===== config.mk =====
export PLATFORM = sky130hd
export DESIGN_NAME = uart_rx_fifo
export DESIGN_NICKNAME = d
export VERILOG_FILES = /design/src/rtl/uart_pkg.sv /design/src/rtl/sync_fifo.sv /design/src/rtl/uart_rx_fifo.sv
export SDC_FILE = /design/constraint.sdc
export NUM_CORES = 1
export LEC_CHECK = 0
export ABC_AREA = 1
export BUFFER_PORTS_ARGS = -buffer_cell sky130_fd_sc_hd__buf_2
export CELL_PAD_IN_SITES_DETAIL_PLACEMENT = 1
export CELL_PAD_IN_SITES_GLOBAL_PLACEMENT = 2
export CORE_MARGIN = 2
export CORE_UTILIZATION = 30
export CTS_CLUSTER_SIZE = 24
export DETAILED_ROUTE_END_ITERATION = 12
export GPL_ROUTABILITY_DRIVEN = 1
export HOLD_SLACK_MARGIN = 0.15
export PLACE_DENSITY_LB_ADDON = 0.08
export SLEW_MARGIN = 20
export SYNTH_ARGS = -nofsm -noshare
export SYNTH_HDL_FRONTEND = slang
export SYNTH_HIERARCHICAL = 1
export SYNTH_SLANG_ARGS = --single-unit

===== constraint.sdc =====
create_clock -name clk -period 5.8 [get_ports clk]
set_input_delay 1.16 -clock clk [delete_from_list [all_inputs] [get_ports clk]]
set_output_delay 1.16 -clock clk [all_outputs]
set_load 0.05 [all_outputs]

===== src/rtl/uart_pkg.sv =====
// Shared types for the UART receive path: receiver FSM states and parity mode encodings.
package uart_pkg;

  typedef enum logic [2:0] {
    IDLE,
    START,
    DATA,
    PARITY,
    STOP,
    WAIT_IDLE
  } rx_state_e;

  localparam int unsigned PARITY_NONE = 0;
  localparam int unsigned PARITY_EVEN = 1;
  localparam int unsigned PARITY_ODD  = 2;

endpackage


===== src/rtl/sync_fifo.sv =====
// Single-clock FIFO with a registered head word, registered flags and occupancy count.
module sync_fifo #(
  parameter int unsigned WIDTH = 8,
  parameter int unsigned DEPTH = 16
) (
  input  logic                       clk,
  input  logic                       rst_n,
  input  logic                       push,
  input  logic [WIDTH-1:0]           din,
  input  logic                       pop,
  output logic [WIDTH-1:0]           dout,
  output logic                       full,
  output logic                       empty,
  output logic [$clog2(DEPTH):0]     count
);

  localparam int unsigned AW = $clog2(DEPTH);
  localparam int unsigned CW = AW + 1;

  logic [WIDTH-1:0] mem [DEPTH];
  logic [AW-1:0]    wr_ptr, rd_ptr, rd_ptr_n;
  logic [CW-1:0]    count_n;
  logic [WIDTH-1:0] head_n;
  logic             push_ok, pop_ok;

  // Full is checked before the pop, so a push into a full FIFO drops even if a pop completes.
  always_comb begin
    push_ok  = push & ~full;
    pop_ok   = pop & ~empty;
    rd_ptr_n = rd_ptr + AW'(pop_ok);
    count_n  = count + CW'(push_ok) - CW'(pop_ok);
    head_n   = (push_ok && (wr_ptr == rd_ptr_n)) ? din : mem[rd_ptr_n];
  end

  always_ff @(posedge clk) begin
    if (push_ok) mem[wr_ptr] <= din;
  end

  // Head word is precomputed so dout is a plain register.
  always_ff @(posedge clk or negedge rst_n) begin
    if (!rst_n) begin
      wr_ptr <= '0;
      rd_ptr <= '0;
      count  <= '0;
      full   <= 1'b0;
      empty  <= 1'b1;
      dout   <= '0;
    end else begin
      if (push_ok) wr_ptr <= wr_ptr + AW'(1);
      rd_ptr <= rd_ptr_n;
      count  <= count_n;
      full   <= (count_n == CW'(DEPTH));
      empty  <= (count_n == '0);
      if (count_n != '0) dout <= head_n;
    end
  end

endmodule


===== src/rtl/uart_rx_fifo.sv =====
// UART receiver (configurable data/parity/stop) feeding a receive FIFO with error pulses.
module uart_rx_fifo
  import uart_pkg::*;
#(
  parameter int unsigned CLKS_PER_BIT = 10417,
  parameter int unsigned DATA_BITS    = 8,
  parameter int unsigned PARITY_MODE  = 0,
  parameter int unsigned STOP_BITS    = 1,
  parameter int unsigned FIFO_DEPTH   = 16
) (
  input  logic                          clk,
  input  logic                          rst_n,
  input  logic                          rx,
  output logic [DATA_BITS-1:0]          m_data,
  output logic                          m_valid,
  input  logic                          m_ready,
  output logic [$clog2(FIFO_DEPTH):0]   fifo_count,
  output logic                          frame_err,
  output logic                          parity_err,
  output logic                          overflow
);

  localparam int unsigned TW   = $clog2(CLKS_PER_BIT);
  localparam int unsigned HALF = CLKS_PER_BIT / 2;
  localparam int unsigned BW   = 4;

  rx_state_e              state, state_n;
  logic [TW-1:0]          timer, timer_n;
  logic [BW-1:0]          bit_cnt, bit_cnt_n;
  logic [DATA_BITS-1:0]   shreg, shreg_n;
  logic                   stop_cnt, stop_cnt_n;
  logic                   stop_bad, stop_bad_n;
  logic                   par_bad, par_bad_n;
  logic                   rx_meta, rxs, rxs_d;
  logic                   tick_c, bad_c, push_c, ferr_c, perr_c;
  logic                   fifo_full, fifo_empty;

  // Two-flop synchronizer plus one delay flop for falling-edge detection.
  always_ff @(posedge clk or negedge rst_n) begin
    if (!rst_n) begin
      rx_meta <= 1'b1;
      rxs     <= 1'b1;
      rxs_d   <= 1'b1;
    end else begin
      rx_meta <= rx;
      rxs     <= rx_meta;
      rxs_d   <= rxs;
    end
  end

  always_ff @(posedge clk or negedge rst_n) begin
    if (!rst_n) begin
      state      <= IDLE;
      timer      <= '0;
      bit_cnt    <= '0;
      shreg      <= '0;
      stop_cnt   <= 1'b0;
      stop_bad   <= 1'b0;
      par_bad    <= 1'b0;
      frame_err  <= 1'b0;
      parity_err <= 1'b0;
      overflow   <= 1'b0;
    end else begin
      state      <= state_n;
      timer      <= timer_n;
      bit_cnt    <= bit_cnt_n;
      shreg      <= shreg_n;
      stop_cnt   <= stop_cnt_n;
      stop_bad   <= stop_bad_n;
      par_bad    <= par_bad_n;
      frame_err  <= ferr_c;
      parity_err <= perr_c;
      overflow   <= push_c & fifo_full;
    end
  end

  always_comb begin
    state_n    = state;
    tick_c     = (timer == TW'(CLKS_PER_BIT - 1));
    timer_n    = tick_c ? '0 : timer + TW'(1);
    bit_cnt_n  = bit_cnt;
    shreg_n    = shreg;
    stop_cnt_n = stop_cnt;
    stop_bad_n = stop_bad;
    par_bad_n  = par_bad;
    bad_c      = stop_bad | ~rxs;
    push_c     = 1'b0;
    ferr_c     = 1'b0;
    perr_c     = 1'b0;
    case (state)
      IDLE: begin
        timer_n = '0;
        if (rxs_d && !rxs) state_n = START;
      end
      START: begin
        if (timer == TW'(HALF - 1)) begin
          timer_n   = '0;
          bit_cnt_n = '0;
          state_n   = rxs ? IDLE : DATA;
        end
      end
      DATA: begin
        if (tick_c) begin
          shreg_n   = {rxs, shreg[DATA_BITS-1:1]};
          bit_cnt_n = bit_cnt + BW'(1);
          if (bit_cnt == BW'(DATA_BITS - 1)) begin
            stop_cnt_n = 1'b0;
            stop_bad_n = 1'b0;
            par_bad_n  = 1'b0;
            state_n    = (PARITY_MODE != PARITY_NONE) ? PARITY : STOP;
          end
        end
      end
      PARITY: begin
        if (tick_c) begin
          par_bad_n = rxs ^ (^shreg) ^ (PARITY_MODE == PARITY_ODD);
          state_n   = STOP;
        end
      end
      STOP: begin
        if (tick_c) begin
          if (stop_cnt == 1'(STOP_BITS - 1)) begin
            if (bad_c) begin
              ferr_c  = 1'b1;
              state_n = WAIT_IDLE;
            end else if (par_bad) begin
              perr_c  = 1'b1;
              state_n = IDLE;
            end else begin
              push_c  = 1'b1;
              state_n = IDLE;
            end
          end else begin
            stop_cnt_n = 1'b1;
            stop_bad_n = bad_c;
          end
        end
      end
      WAIT_IDLE: begin
        // A held-low line (break) must return high before a new start is accepted.
        timer_n = '0;
        if (rxs) state_n = IDLE;
      end
      default: state_n = IDLE;
    endcase
  end

  sync_fifo #(
    .WIDTH (DATA_BITS),
    .DEPTH (FIFO_DEPTH)
  ) u_fifo (
    .clk   (clk),
    .rst_n (rst_n),
    .push  (push_c),
    .din   (shreg),
    .pop   (m_ready),
    .dout  (m_data),
    .full  (fifo_full),
    .empty (fifo_empty),
    .count (fifo_count)
  );

  assign m_valid = ~fifo_empty;

endmodule


# --- Word-level counts from Yosys, hierarchy flattened ---
# Memories as Yosys holds them, arrays and structs flattened. A register that Yosys moved wholly into a read port is not among the register bits.
# Cells that the tools add are included.
totals:
  mem_count: 1
  input_bits: 4
  ramBits: 128
  output_inout_bits: 17
  elab_cells: 111
  reg_bits: 53
classes:
  mux: 43
  reduce_logical: 17
  bitwise: 8
  n_eq_ne: 18
  addsub: 6
memory_table:
  columns: ["memory", "depth", "word_bits", "rd", "rd_ports_with_merged_regs", "write_ports", "line", "rtl"]
  rows:
  - ["u_fifo.mem", 16, 8, 1, 1, 1, "sync_fifo.sv:20", "logic [WIDTH-1:0] mem [DEPTH];"]
op_table:
  columns: ["cell", "n"]
  rows:
  - ["$mux W14", 2]
  - ["$pmux W14 S2", 1]
  - ["$mux W3", 9]
  - ["$mux W1", 23]
  - ["$ne A2 B2 Y1 const B", 9]
  - ["$pmux W3 S6", 1]
  - ["$add A14 B1 Y14 const B", 1]
  - ["$eq A14 B13 Y1 const B", 1]
  - ["$eq A14 B14 Y1 const B", 1]
  - ["$add A4 B1 Y4 const B", 2]
  - ["$mux W4", 2]
  - ["$pmux W4 S2", 1]
  - ["$reduce_and A4 Y1", 2]
  - ["$reduce_and A8 Y1", 1]
  - ["$reduce_xor A8 Y1", 1]
  - ["$eq A3 B2 Y1 const B", 2]
  - ["$eq A3 B3 Y1 const B", 2]
  - ["$pmux W1 S2", 3]
  - ["$reduce_bool A2 Y1", 3]
  - ["$add A5 B1 Y5", 1]
  - ["$eq A5 B5 Y1 const B", 1]
  - ["$logic_not A5 Y1", 1]
  - ["$reduce_and A5 Y1", 1]
  - ["$reduce_bool A5 Y1", 1]
  - ["15 further kinds", 20]

# --- Logic depth before layout (Yosys ltp) ---
# Gate-level depths: netlist of run 1.
logic_depth:
  ltp_word: 10
  depth_mapped: 21
  mapped_depth_nobuf: 20

# --- Hierarchy ---
# The synthesis of run 1 kept the hierarchy.
modules_own_cells:
  columns: ["module", "n_inst", "seq_area_each_um2", "area_each_um2", "cells_each"]
  rows:
  - ["sync_fifo", 1, 4420.5, 7005.5, 674]
  - ["uart_rx_fifo", 1, 929.6, 2074.5, 283]

# --- Worst setup path after synthesis of run 1 ---
# No wires, ideal clock.
synth_path:
  kind: "reg2reg"
  startpoint: "reg timer[0]"
  endpoint: "reg u_fifo.dout[0], read port of u_fifo.mem"
  synth_period_minus_slack_ns: 3.450
  setup_ns: 0.066
  path_buffers: 1
  required_time_ns: 5.734
  path_stages_with_launch: 21
  slack_ns: 2.350
  t_arrival_ns: 3.384
  cell_sequence: "dfrtp_1 > inv_1 > ha_1 > nand3_1 > nor2_1 > nand2_2 > nor3_2 > inv_1 > nor2_1 > clkbuf_1 > or2_2 > nand2_1 > ha_1 > fa_1 > a21oi_1 > o21bai_2 > xor2_1 > nand3_2 > inv_1 > nand2_1 > nand2_1"
synth_via:
  elab_chain_len: 7
synth_rtl:
  columns: ["item", "line", "rtl"]
  rows:
  - ["start, declared", "uart_rx_fifo.sv:28", "logic [TW-1:0] timer, timer_n;"]
  - ["start signal, assigned", "uart_rx_fifo.sv:65", "timer <= timer_n;"]
  - ["$eq A14 B14 Y1", "uart_rx_fifo.sv:79", "tick_c = (timer == TW'(CLKS_PER_BIT - 1));"]
  - ["$mux W1", "uart_rx_fifo.sv:121", "if (tick_c) begin"]
  - ["$mux W1", "uart_rx_fifo.sv:90", "case (state)"]
  - ["via push_c", "uart_rx_fifo.sv:35", "logic tick_c, bad_c, push_c, ferr_c, perr_c;"]
  - ["$and A1 B1 Y1", "sync_fifo.sv:28", "push_ok = push & ~full;"]
  - ["$add A5 B1 Y5", "sync_fifo.sv:31", "count_n = count + CW'(push_ok) - CW'(pop_ok);"]
  - ["$sub A5 B1 Y5", "sync_fifo.sv:31", null]
  - ["$reduce_bool A5 Y1", "sync_fifo.sv:54", "if (count_n != '0) dout <= head_n;"]
  - ["end, declared", "sync_fifo.sv:11", "output logic [WIDTH-1:0] dout,"]
# The timed path passes the listed nets, and every way through them passes these cells.
# A chain may end at the register's enable or synchronous reset.

# --- Worst setup path in the final report of run 1 ---
layout_path:
  startpoint: "reg timer[0]"
  endpoint: "reg u_fifo.dout[3], read port of u_fifo.mem"
# The elaborated chain is that of the path after synthesis.

==> results of run 1 <==
## registers in the layout (all words and copies together) (netlist names), 3 cells and up
register       count
u_fifo/mem       128
timer             14
shreg              8
u_fifo/dout        8
u_fifo/count       5
bit_cnt            4
u_fifo/rd_ptr      4
u_fifo/wr_ptr      4
state              3
## metrics by stage
| step | setup slack [ns] | area [um^2] | cells |
|---|---|---|---|
| final | 1.73 | 10100 | 1375 |
| after global routing | 1.18 | 10100 | 1375 |
| after CTS | 1.64 | 10100 | 1375 |
| after detailed placement | 1.63 | 9580 | 1343 |
| after global placement | 1.64 | 9580 | 1343 |
| after floorplan | 2.35 | 9080 | 957 |
## routing by layer
layer / vias to the layer above / global-route usage
li1: 3137 / -
met1: 3183 / 0.218
met2: 37 / 0.301
met3: 15 / 0.0239
met4: 0 / 0.0393
met5: - / 0
## area by class of cell
| type | instances | share of cell area |
|---|---|---|
| clock buffer | 18 | 0.0424 |
| inverter | 168 | 0.0624 |
| multi-input combinational | 568 | 0.289 |
| timing repair buffer | 29 | 0.0178 |
| tap | 390 | 0.0482 |
| sequential | 188 | 0.528 |
| clock inverter | 14 | 0.0125 |
## cell families (layout without fill, tap and decap cells)
family                   count (synthesis)  in the layout
AND/OR/NAND/NOR                        509            509
buffers and inverters                  201            229
flip-flops                             188            188
AO/OA/AOI/OAI                           23             23
XOR/XNOR                                23             23
adder cells (fa/ha/maj)                 13             13
## final timing paths
kind | startpoint | endpoint | slack (ns) | cells after the start
min reg2reg | rx_meta | rxs | 0.36 | 0
max reg2reg | timer[0] | u_fifo/dout[3] | 1.73 | 19
min in group asynchronous | rst_n | timer[5] | 0.90 | 2
min | rx_meta | rxs | 0.36 | 0
max | timer[0] | u_fifo/dout[3] | 1.73 | 19
max in group asynchronous | rst_n | u_fifo/wr_ptr[3] | 4.31 | 2
## Yosys cell counts
| library cell | n | area, um^2 |
|---|---|---|
| nand2_1 | 193 | 724 |
| nand3_1 | 188 | 941 |
| inv_1 | 163 | 612 |
| edfxtp_1 | 128 | 3840 |
| nor2_1 | 66 | 248 |
| dfrtp_1 | 56 | 1400 |
| nand3b_1 | 33 | 248 |
| xor2_1 | 16 | 140 |
| buf_2 | 12 | 60.1 |
| ha_1 | 12 | 150 |
| clkbuf_1 | 11 | 41.3 |
| o21ai_0 | 11 | 55.1 |
| a21oi_1 | 9 | 45.0 |
| nand4_1 | 7 | 43.8 |
| buf_4 | 6 | 45.0 |
| dfstp_2 | 4 | 105 |
| inv_2 | 4 | 15.0 |
| nor3_1 | 4 | 20.0 |
| xnor2_1 | 4 | 35.0 |
| nand3_2 | 3 | 30.0 |
| nor3_2 | 3 | 30.0 |
| buf_1 | 2 | 7.51 |
| buf_6 | 2 | 22.5 |
| nand2_2 | 2 | 12.5 |
| nor2_2 | 2 | 12.5 |
| nor2_4 | 2 | 22.5 |
| or2_2 | 2 | 12.5 |
| and2_1 | 1 | 6.26 |
| clkinv_2 | 1 | 5.00 |
| fa_1 | 1 | 20.0 |
| nand2_4 | 1 | 11.3 |
| nand4_2 | 1 | 12.5 |
| nor3b_1 | 1 | 7.51 |
| o211a_1 | 1 | 10.0 |
| o21ai_1 | 1 | 5.00 |
| o21bai_2 | 1 | 11.3 |
| xnor3_2 | 1 | 23.8 |
| xor2_2 | 1 | 16.3 |
| xor2_4 | 1 | 27.5 |
## worst max-delay path: stages (launching register included)
cell and delay, ns:
dfrtp_1 0.40, inv_1 0.11, ha_1 0.20, nand3_1 0.08, nor2_1 0.19, nand2_2 0.15, nor3_2 0.14, inv_1 0.06
nor2_1 0.53, or2_2 0.26, nand2_1 0.06, ha_1 0.20, fa_1 0.40, a21oi_1 0.20, o21bai_2 0.08, xor2_1 0.25
nand3_2 0.23, inv_1 0.28, nand2_1 0.09, nand2_1 0.08
## power by group through the flow
stage                     clock, mW  sequential [mW]  combinational [mW]
after floorplan                   0             1.75                1.16
after global placement            0             1.61                1.95
after detailed placement          0             1.61                1.95
after CTS                      1.18             1.58                1.95
after global routing           1.24             1.59                2.11
final                          1.14             1.58                1.89
==> flow_summary.ini, run 1 <==
[detailed_routing]
wl_met1_um = 11800
top_layer_used = met4
drc = 0
dr.pass1.iters = 4
wl_per_cell_um = 18.5
via_per_inst = 4.63
num_vias = 6372
antenna_left = 0
drt_iter0_drc = 359
wl_met3_um = 299
routed_wl_um = 25400
route.met2.wl_um = 13100

[setup_path]
crit_type = reg -> reg
start_kind = register
arrival_ns = 4.44
path_max_fanout = 11
cp.required_ns = 6.16
crit_path_end_kind = register

[sta]
whs_ns = 0.360
hold_viol = 0
skew_ns = 0.0180
post-route-period-util = 0.702
period_minus_slack_ns = 4.07
rsz0062_at_grt = false
fmax_mhz = 246
slew_viol_final = 0
tightest_slew_ns = 1.05
setup_viol = 0
finalSetupTns_ns = 0
timing.slew.headroom = 0.298

[power]
combPwrFrac = 0.410
report.power.total_mw = 4.61
swShare = 0.437
power_density_nw_per_um2 = 455
p_int_mw = 2.59
switchingPower_mw = 2.01
peakVddDrop_v = 0.000232
clkPwrFrac = 0.247
seqPwrFrac = 0.343
power_leakage_nw = 4.44

[synth]
syn-instance-count = 957
syn_area_per_cell_um2 = 9.49
yosys_warnings = 6
muxShareOfSynthArea = 0
yosys.area_share.simple = 0.262
synthAdderAreaFrac = 0.0187
synth-compound-area-share = 0.0139
netlist_area_um2 = 9080
netlist-cell-type-count = 39
ys_ff_latch = 188
synthXorXnorAreaFrac = 0.0267
synth_top_family_by_area = simple AND/OR/NAND/NOR gates
synth_nets = 974
synth-seq-area-share = 0.589

[clock_network]
cts_root_buffer = clkbuf_16
clock-sinks = 188
htree_levels = 4
clkSlewWorstSetupHoldPaths_ns = 0.08
insertion_delay_ns = 0.44
numCtsBuffers = 17
cts_tree = done
cts_hold_buf = 0
ctsResizeCount = 0
clockBufferDepth = 2
cts_setup_buffers = 0

[global_routing]
grt_first_pass_wirelength_um = 39900
grt_max_degree = 65
antenna_found_initial = 0
grt_pass1_vias = 6706
grt_usage = 0.170
grt_remaining_overflow = 0

[cells_and_area]
final.fill_count = 3389
final_nets = 989
area_delta_synth_final_pct = 11.6
final_util = 0.341
antennaDiodeCount = 0
final_common_cell = nand2_1
drive_above_1_share = 0.0924
seq_area_um2 = 5350
mostFrequentLayoutCells = nand2_1, nand3_1, inv_1
multiInputGateArea_um2 = 2930

[floorplanning]
ioPinCount = 21
design.core.area_um2 = 29700
die_y_um = 178
start_util = 0.306
row_count = 63
die_area_um2 = 31700
die_w_um = 178

[flow_run]
maxCapViolations = 0

[placement]
globalplace.congestion = 0.743
dp_hpwl_um = 16800
io_buffers = 20

[min_path]
hold_path.class = reg -> reg

[status]
status = finished, final reports clean
Note: power is estimated with default switching activity, not from simulation.
==> inputs of run 2 (changes only) <==
clock period = 4 ns   (was 5.8 ns; I/O delays follow)
==> run 2 against run 1 <==
Against the previous run: combinational power is 47% higher; cell count is 0.58% higher; count of clock-buffer cells in the layout is 1 lower; hold slack got worse by 0.0037 ns; total power rose by 48%; clock power is 52% higher; clock skew shrank 0.0014 ns; global-route usage barely moved; flip-flop and latch count did not move; first-iteration DRC count down 18%; cell area up 1.0%; non-clock buffer count up 8; critical endpoint is now u_fifo/dout[0]; largest power group unchanged; highest routed layer unchanged.
==> flow_summary.ini, run 2 (same netlist as run 1, synthesis figures left out) <==
[status]
status = finished, final reports clean

[clock_network]
cts_hold_buf = 0
clkSlewWorstSetupHoldPaths_ns = 0.08
cts_root_buffer = clkbuf_16
numCtsBuffers = 17
clock-sinks = 188
htree_levels = 4
cts_tree = done
insertion_delay_ns = 0.44
clockBufferDepth = 2

[cells_and_area]
antennaDiodeCount = 0
final_nets = 997
drive_above_1_share = 0.102
mostFrequentLayoutCells = nand2_1, nand3_1, inv_1
final_common_cell = nand2_1
reg_top3 = u_fifo/mem (128), timer (14)
area_delta_synth_final_pct = 12.7
top_register = u_fifo/mem
largest_reg_flops = 128
final_util = 0.344

[detailed_routing]
num_vias = 6314
dr.pass1.iters = 4
drt_iter0_drc = 293
via_per_inst = 4.57
routed_wl_um = 25100
drc = 0
wl_per_cell_um = 18.2
antenna_left = 0

[placement]
dp_hpwl_um = 16500
io_buffers = 20
globalplace.congestion = 0.717

[sta]
setup_viol = 0
rsz0062_at_grt = false
period_minus_slack_ns = 3.50
finalSetupTns_ns = 0
post-route-period-util = 0.876
hold_viol = 0
tightest_slew_ns = 1.06
slew_viol_final = 0
timing.slew.headroom = 0.289
skew_ns = 0.0166
fmax_mhz = 286

[power]
combPwrFrac = 0.409
swShare = 0.440
p_int_mw = 3.81
clkPwrFrac = 0.254
seqPwrFrac = 0.337
power_density_nw_per_um2 = 664
switchingPower_mw = 2.99
peakVddDrop_v = 0.000370
power_leakage_nw = 4.49

[global_routing]
grt_first_pass_wirelength_um = 39500
grt_pass1_vias = 6683
grt_remaining_overflow = 0
antenna_found_initial = 0
grt_max_degree = 67
grt_usage = 0.170

[setup_path]
path_max_fanout = 9
arrival_ns = 3.89
start_kind = register
crit_path_end_kind = register
path_delay_family = simple AND/OR/NAND/NOR gates
path_cells = inv_1 > ha_1 > nand3_1 > nor2_1 > nand2_2 > nor3_2 > inv_1 > nor2_1 > or2_2 > nand2_1 > ha_1 > fa_1 > a21oi_1 > o21bai_2 > xor2_1 > nand3_2 > clkinvlp_4 > nand2_1 > nand2_1
slowest_delay_ns = 0.40
crit_type = reg -> reg
crit_slowest_cell = dfrtp_1
cp.required_ns = 4.38
r2r_setup_slack_ns = 0.50
path_common_cell = nand2_1
worst-path-buf-inv = 3

[min_path]
hold_path.class = reg -> reg

[floorplanning]
die_w_um = 178
start_util = 0.306
die_y_um = 178
design.core.area_um2 = 29700
ioPinCount = 21
row_count = 63
die_area_um2 = 31700

[flow_run]
maxCapViolations = 0
run 2: path summary, 6_finish.rpt:
kind	endpoint	depth (start not counted)	startpoint
max	u_fifo/dout[0]	19	timer[0]
min	rxs	0	rx_meta
max reg2reg	u_fifo/dout[0]	19	timer[0]
min reg2reg	rxs	0	rx_meta
max in group asynchronous	u_fifo/empty	2	rst_n
min in group asynchronous	timer[5]	1	rst_n
run 2: stage by stage:
stage | setup WS [ns] | hold WS, ns | cells | power, mW | instance area, um^2
6_report | 0.498 | 0.357 | 1383 | 6.80 | 10200
3_5_place_dp | 0.346 | 0.347 | 1351 | 5.22 | 9640
5_1_grt | 0.0263 | 0.361 | 1383 | 7.27 | 10200
4_1_cts | 0.334 | 0.359 | 1383 | 6.96 | 10200
2_1_floorplan | 0.550 | 0.345 | 957 | 4.22 | 9080
3_3_place_gp | 0.480 | 0.352 | 1351 | 5.22 | 9640
run 2: power groups by stage:
stage          registers, mW  clock network [mW]  logic (mW)
3_3_place_gp            2.34                   0        2.88
4_1_cts                 2.29                1.78        2.89
2_1_floorplan           2.54                   0        1.68
3_5_place_dp            2.33                   0        2.89
5_1_grt                 2.31                1.86        3.11
6_report                2.29                1.73        2.78
run 2: layout make-up:
| class | count | area (um^2) |
|---|---|---|
| fill | 3416 | 19500 |
| timing repair buffer | 37 | 240 |
| inverter | 168 | 636 |
| clock inverter | 15 | 168 |
| tap | 390 | 488 |
| clock buffer | 17 | 425 |
| multi-input combinational | 568 | 2930 |
| sequential | 188 | 5350 |
run 2: worst reg2reg max path, cell delays in order, from the launching register on:
cell	delay, ns
dfrtp_1	0.40
inv_1	0.11
ha_1	0.20
nand3_1	0.08
nor2_1	0.19
nand2_2	0.14
nor3_2	0.15
inv_1	0.05
nor2_1	0.12
or2_2	0.16
nand2_1	0.06
ha_1	0.21
fa_1	0.40
a21oi_1	0.19
o21bai_2	0.08
xor2_1	0.26
nand3_2	0.26
clkinvlp_4	0.24
nand2_1	0.07
nand2_1	0.07
run 2: repair_timing:
action,4_1_cts,5_1_grt
endpoints found under the setup margin,0,8
resized for setup,0,1
buffers inserted,0,0
endpoints found under the hold margin,0,0
run 2: layer usage:
layer / global-route usage / up-vias / part of all wire
met2: 0.306 / 46 / 0.52
li1: - / 3159 / -
met1: 0.214 / 3084 / 0.45
met4: 0.0464 / 0 / 0.014
met3: 0.0200 / 25 / 0.014
met5: 0 / - / 0
